### config.mk
export PLATFORM = sky130hd
export DESIGN_NAME = pa_pmp_chk_arb
export DESIGN_NICKNAME = d
export VERILOG_FILES = /design/src/rtl/pa_pmp_chk_arb.sv
export SDC_FILE = /design/constraint.sdc
export NUM_CORES = 1
export LEC_CHECK = 0
export ABC_AREA = 1
export BUFFER_PORTS_ARGS = -buffer_cell sky130_fd_sc_hd__clkbuf_2
export CAP_MARGIN = 15
export CORE_MARGIN = 2
export CORE_UTILIZATION = 45
export CTS_CLUSTER_DIAMETER = 30
export DETAILED_ROUTE_END_ITERATION = 8
export GPL_TIMING_DRIVEN = 0
export PLACE_DENSITY = 0.77
export SKIP_CTS_REPAIR_TIMING = 1
export SLEW_MARGIN = 20
export SYNTH_ARGS = -nofsm -noshare
export SYNTH_HDL_FRONTEND = slang
export SYNTH_SLANG_ARGS = --single-unit
export TNS_END_PERCENT = 50
### constraint.sdc
create_clock -name forever_cpuclk -period 1.7 [get_ports forever_cpuclk]
set_input_delay 0.34 -clock forever_cpuclk [delete_from_list [all_inputs] [get_ports forever_cpuclk]]
set_output_delay 0.34 -clock forever_cpuclk [all_outputs]
set_load 0.005 [all_outputs]
### src/rtl/pa_pmp_chk_arb.sv
// PMP check arbiter/sequencer: shares one combinational PMP check datapath
// between the IFU and LSU. Grants one check per cycle into a registered slot,
// splits granule-crossing LSU accesses into two back-to-back checks and
// returns a registered deny response to the owning requester.
module pa_pmp_chk_arb #(
  parameter int STARVE_MAX = 4,
  parameter int ADDR_W     = 32
) (
  input  logic              forever_cpuclk,
  input  logic              cpurst,
  input  logic              ifu_pmp_req,
  input  logic [ADDR_W-1:0] ifu_pmp_addr,
  input  logic              ifu_pmp_machine_mode,
  input  logic              lsu_pmp_req,
  input  logic [ADDR_W-1:0] lsu_pmp_addr,
  input  logic [ADDR_W-1:0] lsu_pmp_addr2,
  input  logic              lsu_pmp_cross,
  input  logic              lsu_pmp_write,
  input  logic              lsu_pmp_machine_mode,
  input  logic              csr_pmp_busy,
  input  logic              ifu_pmp_flush,
  input  logic              pmp_arb_deny,
  output logic              arb_pmp_chk_vld,
  output logic [ADDR_W-1:0] arb_pmp_chk_addr,
  output logic              arb_pmp_chk_src,
  output logic              arb_pmp_chk_write,
  output logic              arb_pmp_chk_mach_mode,
  output logic              pmp_ifu_grant,
  output logic              pmp_lsu_grant,
  output logic              pmp_ifu_rsp_vld,
  output logic              pmp_ifu_rsp_deny,
  output logic              pmp_lsu_rsp_vld,
  output logic              pmp_lsu_rsp_deny
);

  localparam logic [3:0] STARVE_LIM = 4'(STARVE_MAX);

  typedef enum logic {IDLE, SECOND} state_t;

  state_t            state_reg;
  logic [3:0]        starve_cnt_reg;
  logic [ADDR_W-1:0] addr2_reg;
  logic              chk_first_reg;   // slot holds first half of a cross split
  logic              chk_second_reg;  // slot holds second half of a cross split
  logic              sticky_deny_reg;

  logic grant_ok;
  logic ifu_prio;
  logic ifu_rsp_vld_next;
  logic lsu_rsp_vld_next;

  // Grant decision: LSU by default, IFU once it has starved long enough.
  always_comb begin
    grant_ok      = (state_reg == IDLE) && !csr_pmp_busy && !cpurst;
    ifu_prio      = ifu_pmp_req && (!lsu_pmp_req || (starve_cnt_reg == STARVE_LIM));
    pmp_ifu_grant = grant_ok && ifu_prio;
    pmp_lsu_grant = grant_ok && lsu_pmp_req && !ifu_prio;
  end

  // Response qualification; a flush kills an IFU check currently in the slot.
  always_comb begin
    ifu_rsp_vld_next = arb_pmp_chk_vld && !arb_pmp_chk_src && !ifu_pmp_flush;
    lsu_rsp_vld_next = arb_pmp_chk_vld && arb_pmp_chk_src && !chk_first_reg;
  end

  // Sequencer state, starvation counter, check slot and responses.
  always_ff @(posedge forever_cpuclk) begin
    if (cpurst) begin
      state_reg             <= IDLE;
      starve_cnt_reg        <= '0;
      addr2_reg             <= '0;
      chk_first_reg         <= 1'b0;
      chk_second_reg        <= 1'b0;
      sticky_deny_reg       <= 1'b0;
      arb_pmp_chk_vld       <= 1'b0;
      arb_pmp_chk_addr      <= '0;
      arb_pmp_chk_src       <= 1'b0;
      arb_pmp_chk_write     <= 1'b0;
      arb_pmp_chk_mach_mode <= 1'b0;
      pmp_ifu_rsp_vld       <= 1'b0;
      pmp_ifu_rsp_deny      <= 1'b0;
      pmp_lsu_rsp_vld       <= 1'b0;
      pmp_lsu_rsp_deny      <= 1'b0;
    end else begin
      // SECOND lasts exactly one cycle: the first half is being checked.
      state_reg <= (pmp_lsu_grant && lsu_pmp_cross) ? SECOND : IDLE;

      // Starvation only advances in cycles where a grant could be made.
      if (!ifu_pmp_req || pmp_ifu_grant) begin
        starve_cnt_reg <= '0;
      end else if (grant_ok && (starve_cnt_reg != STARVE_LIM)) begin
        starve_cnt_reg <= starve_cnt_reg + 4'd1;
      end

      if (state_reg == SECOND) begin
        // Second half of the split; write/mode stay from the first half.
        arb_pmp_chk_vld  <= 1'b1;
        arb_pmp_chk_addr <= addr2_reg;
        arb_pmp_chk_src  <= 1'b1;
        chk_first_reg    <= 1'b0;
        chk_second_reg   <= 1'b1;
      end else if (pmp_ifu_grant) begin
        arb_pmp_chk_vld       <= 1'b1;
        arb_pmp_chk_addr      <= ifu_pmp_addr;
        arb_pmp_chk_src       <= 1'b0;
        arb_pmp_chk_write     <= 1'b0;
        arb_pmp_chk_mach_mode <= ifu_pmp_machine_mode;
        chk_first_reg         <= 1'b0;
        chk_second_reg        <= 1'b0;
      end else if (pmp_lsu_grant) begin
        arb_pmp_chk_vld       <= 1'b1;
        arb_pmp_chk_addr      <= lsu_pmp_addr;
        arb_pmp_chk_src       <= 1'b1;
        arb_pmp_chk_write     <= lsu_pmp_write;
        arb_pmp_chk_mach_mode <= lsu_pmp_machine_mode;
        chk_first_reg         <= lsu_pmp_cross;
        chk_second_reg        <= 1'b0;
        addr2_reg             <= lsu_pmp_addr2;
      end else begin
        arb_pmp_chk_vld <= 1'b0;
        chk_first_reg   <= 1'b0;
        chk_second_reg  <= 1'b0;
      end

      if (arb_pmp_chk_vld && chk_first_reg) begin
        sticky_deny_reg <= pmp_arb_deny;
      end

      pmp_ifu_rsp_vld  <= ifu_rsp_vld_next;
      pmp_ifu_rsp_deny <= ifu_rsp_vld_next && pmp_arb_deny;
      pmp_lsu_rsp_vld  <= lsu_rsp_vld_next;
      pmp_lsu_rsp_deny <= lsu_rsp_vld_next &&
                          (pmp_arb_deny || (chk_second_reg && sticky_deny_reg));
    end
  end

endmodule

; Word-level counts from Yosys, hierarchy flattened
; Index checks and enable logic that the tools add are counted.
[totals]
reg_bits = 80
out_inout_bits = 42
inputBits = 107
[op_classes]
mux = 15
bitwise = 3
n_eq_ne = 2
reduce_logical = 33
add_sub_neg = 1
[ops]
columns = cell, count
row1 = $mux 32, 3
row2 = $logic_and 1x1->1, 16
row3 = $mux 1, 12
row4 = $logic_not 1->1, 8
row5 = $add 4x1->4 const B, 1
row6 = $eq 4x3->1 const B, 1
row7 = $ne 4x3->1 const B, 1
row8 = $reduce_or 4->1, 1
row9 = $logic_or 1x1->1, 3
row10 = $not 1->1, 3
row11 = $reduce_and 3->1, 1
row12 = $reduce_bool 3->1, 1
row13 = $reduce_and 2->1, 1
row14 = $reduce_bool 2->1, 1
row15 = $reduce_or 2->1, 1

; Logic depth before layout (Yosys ltp)
; Gate-level depths: netlist of run 1.
[logic_depth]
depth_word = 8
depth_mapped = 11
depth_no_buf = 9

; Worst setup path before layout of run 1
; Ideal clock, no wire load.
[synth_timing]
path_type = reg-to-output
from = reg starve_cnt_reg[0]
to = out pmp_lsu_grant
path_buffers = 1
slack_ps = 118
arrival_time_ps = 1242
stages_incl_launch_ff = 9
path_cell_list = dfxtp_1 -> inv_1 -> ha_1 -> nand3_1 -> nand2_2 -> nand2_1 -> nand2_4 -> inv_4 -> buf_6
[synth_via]
elab_chain_cells = 5
[synth_rtl]
columns = item, line_no
row1 = "start, declared", 41  ; logic [3:0] starve_cnt_reg;
row2 = "start signal, assigned", 92  ; starve_cnt_reg <= starve_cnt_reg + 4'd1;
row3 = $eq 4x3->1, 55  ; ifu_prio = ifu_pmp_req && (!lsu_pmp_req || (starve_cnt_reg == STARVE_LIM));
row4 = $logic_or 1x1->1, 55
row5 = $logic_and 1x1->1, 55
row6 = $logic_not 1->1, 57  ; pmp_lsu_grant = grant_ok && lsu_pmp_req && !ifu_prio;
row7 = $logic_and 1x1->1, 57
row8 = "end, declared", 29  ; output logic pmp_lsu_grant,
; No other way between the ends.

; Final worst setup path of run 1
; Ends and elaborated chain as after synthesis.

==> results.cfg, run 1 <==
[cts]
cts_max_path_buffers = 2
cts_buffers = 9
cts-root-buf = clkbuf_8
worstSkewPairLatency_ns = 0.36
cts_tree = built
path_clk_slew_ns = 0.09
htree_num_levels = 3
clock-sinks = 80

[global_route]
grt_overflow = 0
grt_use_total = 0.2464
grt_pass1_wl_um = 19120
grt_pass1_vias = 4197
grt_max_degree = 16
antenna_found_initial = 0

[detailed_routing]
vias_per_cell = 5.126
ant_nets = 0
drc = 0
drt_iter0_drc = 249
first_pass_iters = 4
wirelength_um = 12450
vias = 4608
wl_per_cell_um = 13.85

[worst_setup_path]
startpoint_type = flop
crit_required_ns = 1.36
crit_fanout = 8
end_kind = output pin
worstSetupPathType = flop to output pin
worstPathArrival_ns = 1.56

[status]
violations = negative setup slack
status = complete, but fails checks

[sta]
setup_viol = 2
setup_tns_ns = -0.3524
setup_ws_ns = -0.2024
fmax_mhz = 525.7
tightest_slew_ns = 0.6058
rsz0062_at_grt = yes
min_period_ns = 1.902
finalClockSkew_ns = 0.01114
slew_violations = 0
fin_crit_sh = 1.119
hold_viol = 0
relSlewSlack = 0.5961

[yosys]
ys.flop_type = dfxtp_1
synth_edf_count = 0
yosysUniqueCellTypes = 28
synthArstFlopShare = 0
avgSynthCellArea_sq_um = 6.584
synth_nets = 711
synth-seq-cells = 80
ys_warn_count = 0
syn_inst = 602
syn-cell-area_sq_um = 3964
ys_seq_area_frac = 0.4040

[worst_hold_path]
min_path_type = input pin to flop

[die]
dieWidth_um = 97.86
dieArea_sq_um = 9576
ioPinCount = 149
core_sq_um = 8636
start_util = 0.4590
row_count = 34
die_height_um = 97.86

[pwr]
finalPower_uw = 4259
peakVddDrop_mv = 0.5069
power_density_nw_per_um2 = 782.3
power.leakage_uw = 0.002782

[placed_design]
place_inst = 857
dpl_cell_area_sq_um = 4835
gp_congestion = 0.8791
portBuffers = 147
hpwl_um = 8847

[layout]
n_antenna_cell = 0
finalNonFillerCells = 899
mostFrequentLayoutCells = nor2_1, clkbuf_2, nand2_1
drive_above_1_share = 0.2971
final_area_sq_um = 5444
layout_commonest_cell = nor2_1
area_delta_synth_final_pct = 37.34
finalNetCount = 895
final_core_util = 0.6304

[flow_run]
drv_cap = 0
## metal layers
layer	wire length (um)	track usage	up-vias
li1	-	-	2300
met1	5347	0.3083	2081
met2	5933	0.4083	201
met3	923	0.04581	26
met4	244	0.1197	0
met5	0	0	-
## where the power goes
group | total (uW) | internal, uW | leakage [uW] | switching [uW]
clock | 1460 | 690 | 0.0000925 | 767
combinational | 762 | 354 | 0.00203 | 408
sequential | 2040 | 1980 | 0.000656 | 60.6
## through the flow
stage                     setup slack, ns  hold slack (ns)
final                             -0.2024           0.1496
after CTS                         -0.6268           0.1464
after global placement            -0.1863           0.4478
after global routing              -0.2631           0.1348
after floorplan                    0.1177           0.4091
after detailed placement          -0.2412           0.4520
## cell usage after synthesis (2+ instances only)
| library cell | count | area share |
|---|---|---|
| nor2_1 | 196 | 0.19 |
| nand2_1 | 110 | 0.10 |
| dfxtp_1 | 80 | 0.40 |
| nand4_1 | 65 | 0.10 |
| inv_1 | 41 | 0.039 |
| o21ai_0 | 24 | 0.030 |
| clkbuf_1 | 13 | 0.012 |
| buf_2 | 11 | 0.014 |
| o21ai_1 | 10 | 0.013 |
| buf_6 | 8 | 0.023 |
| a21oi_1 | 7 | 0.0088 |
| nand3_1 | 7 | 0.0088 |
| buf_1 | 6 | 0.0057 |
| buf_4 | 3 | 0.0057 |
| nand2_2 | 3 | 0.0047 |
| clkbuf_2 | 2 | 0.0025 |
| ha_1 | 2 | 0.0063 |
| inv_4 | 2 | 0.0032 |
| nand2_4 | 2 | 0.0057 |
| nor3_1 | 2 | 0.0025 |
## final timing paths
kind                                                      from                           endpoint  slack, ns  cells past startpoint
worst min-delay path                             ifu_pmp_flush         pmp_ifu_rsp_vld$_SDFF_PP0_       0.15                      2
worst max register to register  starve_cnt_reg[0]$_SDFFE_PP0P_  arb_pmp_chk_addr[23]$_SDFFE_PP0P_       0.01                     12
worst max-delay path            starve_cnt_reg[0]$_SDFFE_PP0P_                      pmp_lsu_grant      -0.20                      9
worst min register to register    sticky_deny_reg$_SDFFE_PP0P_       sticky_deny_reg$_SDFFE_PP0P_       0.47                      2
## worst max-delay path, stage by stage, from the launching register on
cell and delay, ns:
dfxtp_2 0.35, inv_2 0.07, ha_4 0.13, nand3_4 0.08
nand2_4 0.12, nand2_4 0.06, nand2_4 0.12, inv_6 0.04
buf_8 0.12, clkbuf_2 0.10
## cells by family after synthesis
family	after synthesis	share of synthesized area
compound gates	42	0.05335
fa+ha+maj	2	0.006312
buf+inv	87	0.1057
flops	80	0.4040
xor+xnor	1	0.002210
simple gates	390	0.4284
## final cells by class
cell class / instances / area (sq um)
fill: 801 / 3192
multi-input combinational: 435 / 1999
sequential: 80 / 1608
timing repair buffer: 176 / 1047
buffer: 40 / 266.5
inverter: 44 / 185.2
tap: 108 / 135.1
clock buffer: 9 / 123.9
clock inverter: 7 / 78.83
(Power assumes the default switching activity.)
==> run 2: changes to the inputs <==
Settings changed: CTS_CLUSTER_DIAMETER 30 to unset, PLACE_DENSITY 0.77 to 0.72.
==> results.cfg, run 2 (synthesized netlist as in run 1, its figures left out) <==
[pwr]
comb_power_share = 0.176
switchingPower_uw = 1223
power.leakage_uw = 0.002765
peakVddDrop_mv = 0.3905
p_int_uw = 3020
pwr-share-seq = 0.480
power_density_nw_per_um2 = 783.3
clock_power_share = 0.344
swShare = 0.2883

[worst_setup_path]
path_common_cell = nand2_4
crit_fanout = 7
crit_family = simple AND/OR/NAND/NOR gates
startpoint_type = flop
worstSetupPathType = flop to output pin
cpMaxStageDelayCell = dfxtp_2
crit_required_ns = 1.36
r2r_setup_slack_ns = -0.01
worstPathArrival_ns = 1.56
slowest_delay_ns = 0.34
crit_chain = inv_2, ha_4, nand3_4, nand2_4, nand2_2, nand2_4, inv_6, buf_8, clkbuf_2
end_kind = output pin
critPathBufInv = 4

[detailed_routing]
vias_per_cell = 5.042
drc = 0
ant_nets = 0
first_pass_iters = 4
drt_iter0_drc = 166
wirelength_um = 12040
vias = 4548
wl_per_cell_um = 13.35

[sta]
setup_ws_ns = -0.1969
finalClockSkew_ns = 0.01022
rsz0062_at_grt = yes
hold_viol = 0
setup_viol = 4
fin_crit_sh = 1.116
min_period_ns = 1.897
relSlewSlack = 0.6475
slew_violations = 0
setup_tns_ns = -0.3655
fmax_mhz = 527.2
tightest_slew_ns = 0.5288
hold_slack_ns = 0.1385

[flow_run]
drv_cap = 0

[status]
status = complete, but fails checks
violations = negative setup slack

[die]
core_sq_um = 8636
start_util = 0.4590
ioPinCount = 149
dieArea_sq_um = 9576
die_height_um = 97.86
dieWidth_um = 97.86
row_count = 34

[cts]
cts_tree = built
cts-root-buf = clkbuf_8
cts_buffers = 9
clock-sinks = 80
path_clk_slew_ns = 0.09
htree_num_levels = 3
cts_max_path_buffers = 2
worstSkewPairLatency_ns = 0.36

[placed_design]
hpwl_um = 8577
place_inst = 857
gp_congestion = 0.9029
portBuffers = 147
dpl_cell_area_sq_um = 4835

[layout]
area_delta_synth_final_pct = 36.68
n_antenna_cell = 0
layout_commonest_cell = nor2_1
final_area_sq_um = 5418
finalNetCount = 898
final_core_util = 0.6274
mostFrequentLayoutCells = nor2_1, clkbuf_2, nand2_1
finalNonFillerCells = 902
drive_above_1_share = 0.2997

[global_route]
grt_pass1_vias = 4072
grt_max_degree = 16
antenna_found_initial = 0
grt_overflow = 0
grt_use_total = 0.2356
grt_pass1_wl_um = 18380

[worst_hold_path]
min_path_type = input pin to flop
## run 2: cell types whose count changed in the layout (fill, tap and decap cells not counted)
cell | previous run | this run
buf_4 | 21 | 26
buf_12 | 1 | 0
buf_6 | 9 | 8
buf_8 | 5 | 4
clkbuf_16 | 4 | 3
clkbuf_2 | 149 | 150
clkbuf_4 | 0 | 1
nand2_2 | 0 | 1
nand2_4 | 5 | 4
## run 2: routing by layer
layer	routed length [um]	part of all wire	track usage
met2	5795	0.48	0.4057
met4	239	0.020	0.08333
met3	764	0.063	0.04653
met5	0	0	0
met1	5240	0.44	0.2934
## run 2: final cells by class
cell class | count | area (sq um)
fillers | 842 | 3218
multi-input cells | 435 | 1994
flip-flops and latches | 80 | 1608
repair buffers | 177 | 1021
plain buffers | 42 | 271.5
inverters | 44 | 185.2
well taps | 108 | 135.1
clock buffers | 9 | 123.9
clock inverters | 7 | 78.83
## run 2: power by group through the flow
stage | registers [uW] | logic, uW | clock network [uW]
after floorplan | 2080 | 380 | 0
after global placement | 2080 | 662 | 0
after detailed placement | 2080 | 675 | 0
after CTS | 2040 | 678 | 1470
after global routing | 2050 | 838 | 1570
final | 2040 | 748 | 1460
## run 2: final timing paths
kind,cells past startpoint,end,startpoint
max reg2reg,12,arb_pmp_chk_addr[7]$_SDFFE_PP0P_,starve_cnt_reg[1]$_SDFFE_PP0P_
min reg2reg,1,pmp_ifu_rsp_vld$_SDFF_PP0_,arb_pmp_chk_src$_SDFFE_PP0P_
max,9,pmp_lsu_grant,starve_cnt_reg[1]$_SDFFE_PP0P_
min,2,pmp_ifu_rsp_vld$_SDFF_PP0_,ifu_pmp_flush
## run 2: per-stage QoR
| stage | power (uW) | setup slack (ns) |
|---|---|---|
| after floorplan | 2457 | 0.1177 |
| after global placement | 2740 | -0.1770 |
| after detailed placement | 2756 | -0.1967 |
| after CTS | 4189 | -0.5875 |
| after global routing | 4460 | -0.2513 |
| final | 4244 | -0.1969 |
## run 2: worst reg2reg max path, cell delays in order (launching register included)
cell and delay (ns):
dfxtp_2 0.34, inv_2 0.07, ha_4 0.14, nand3_4 0.08, nand2_4 0.12, buf_4 0.12, nand3_4 0.09, buf_6 0.17
nand2_8 0.13, clkbuf_16 0.16, nor2_1 0.04, nor2_1 0.09, nor2_1 0.06
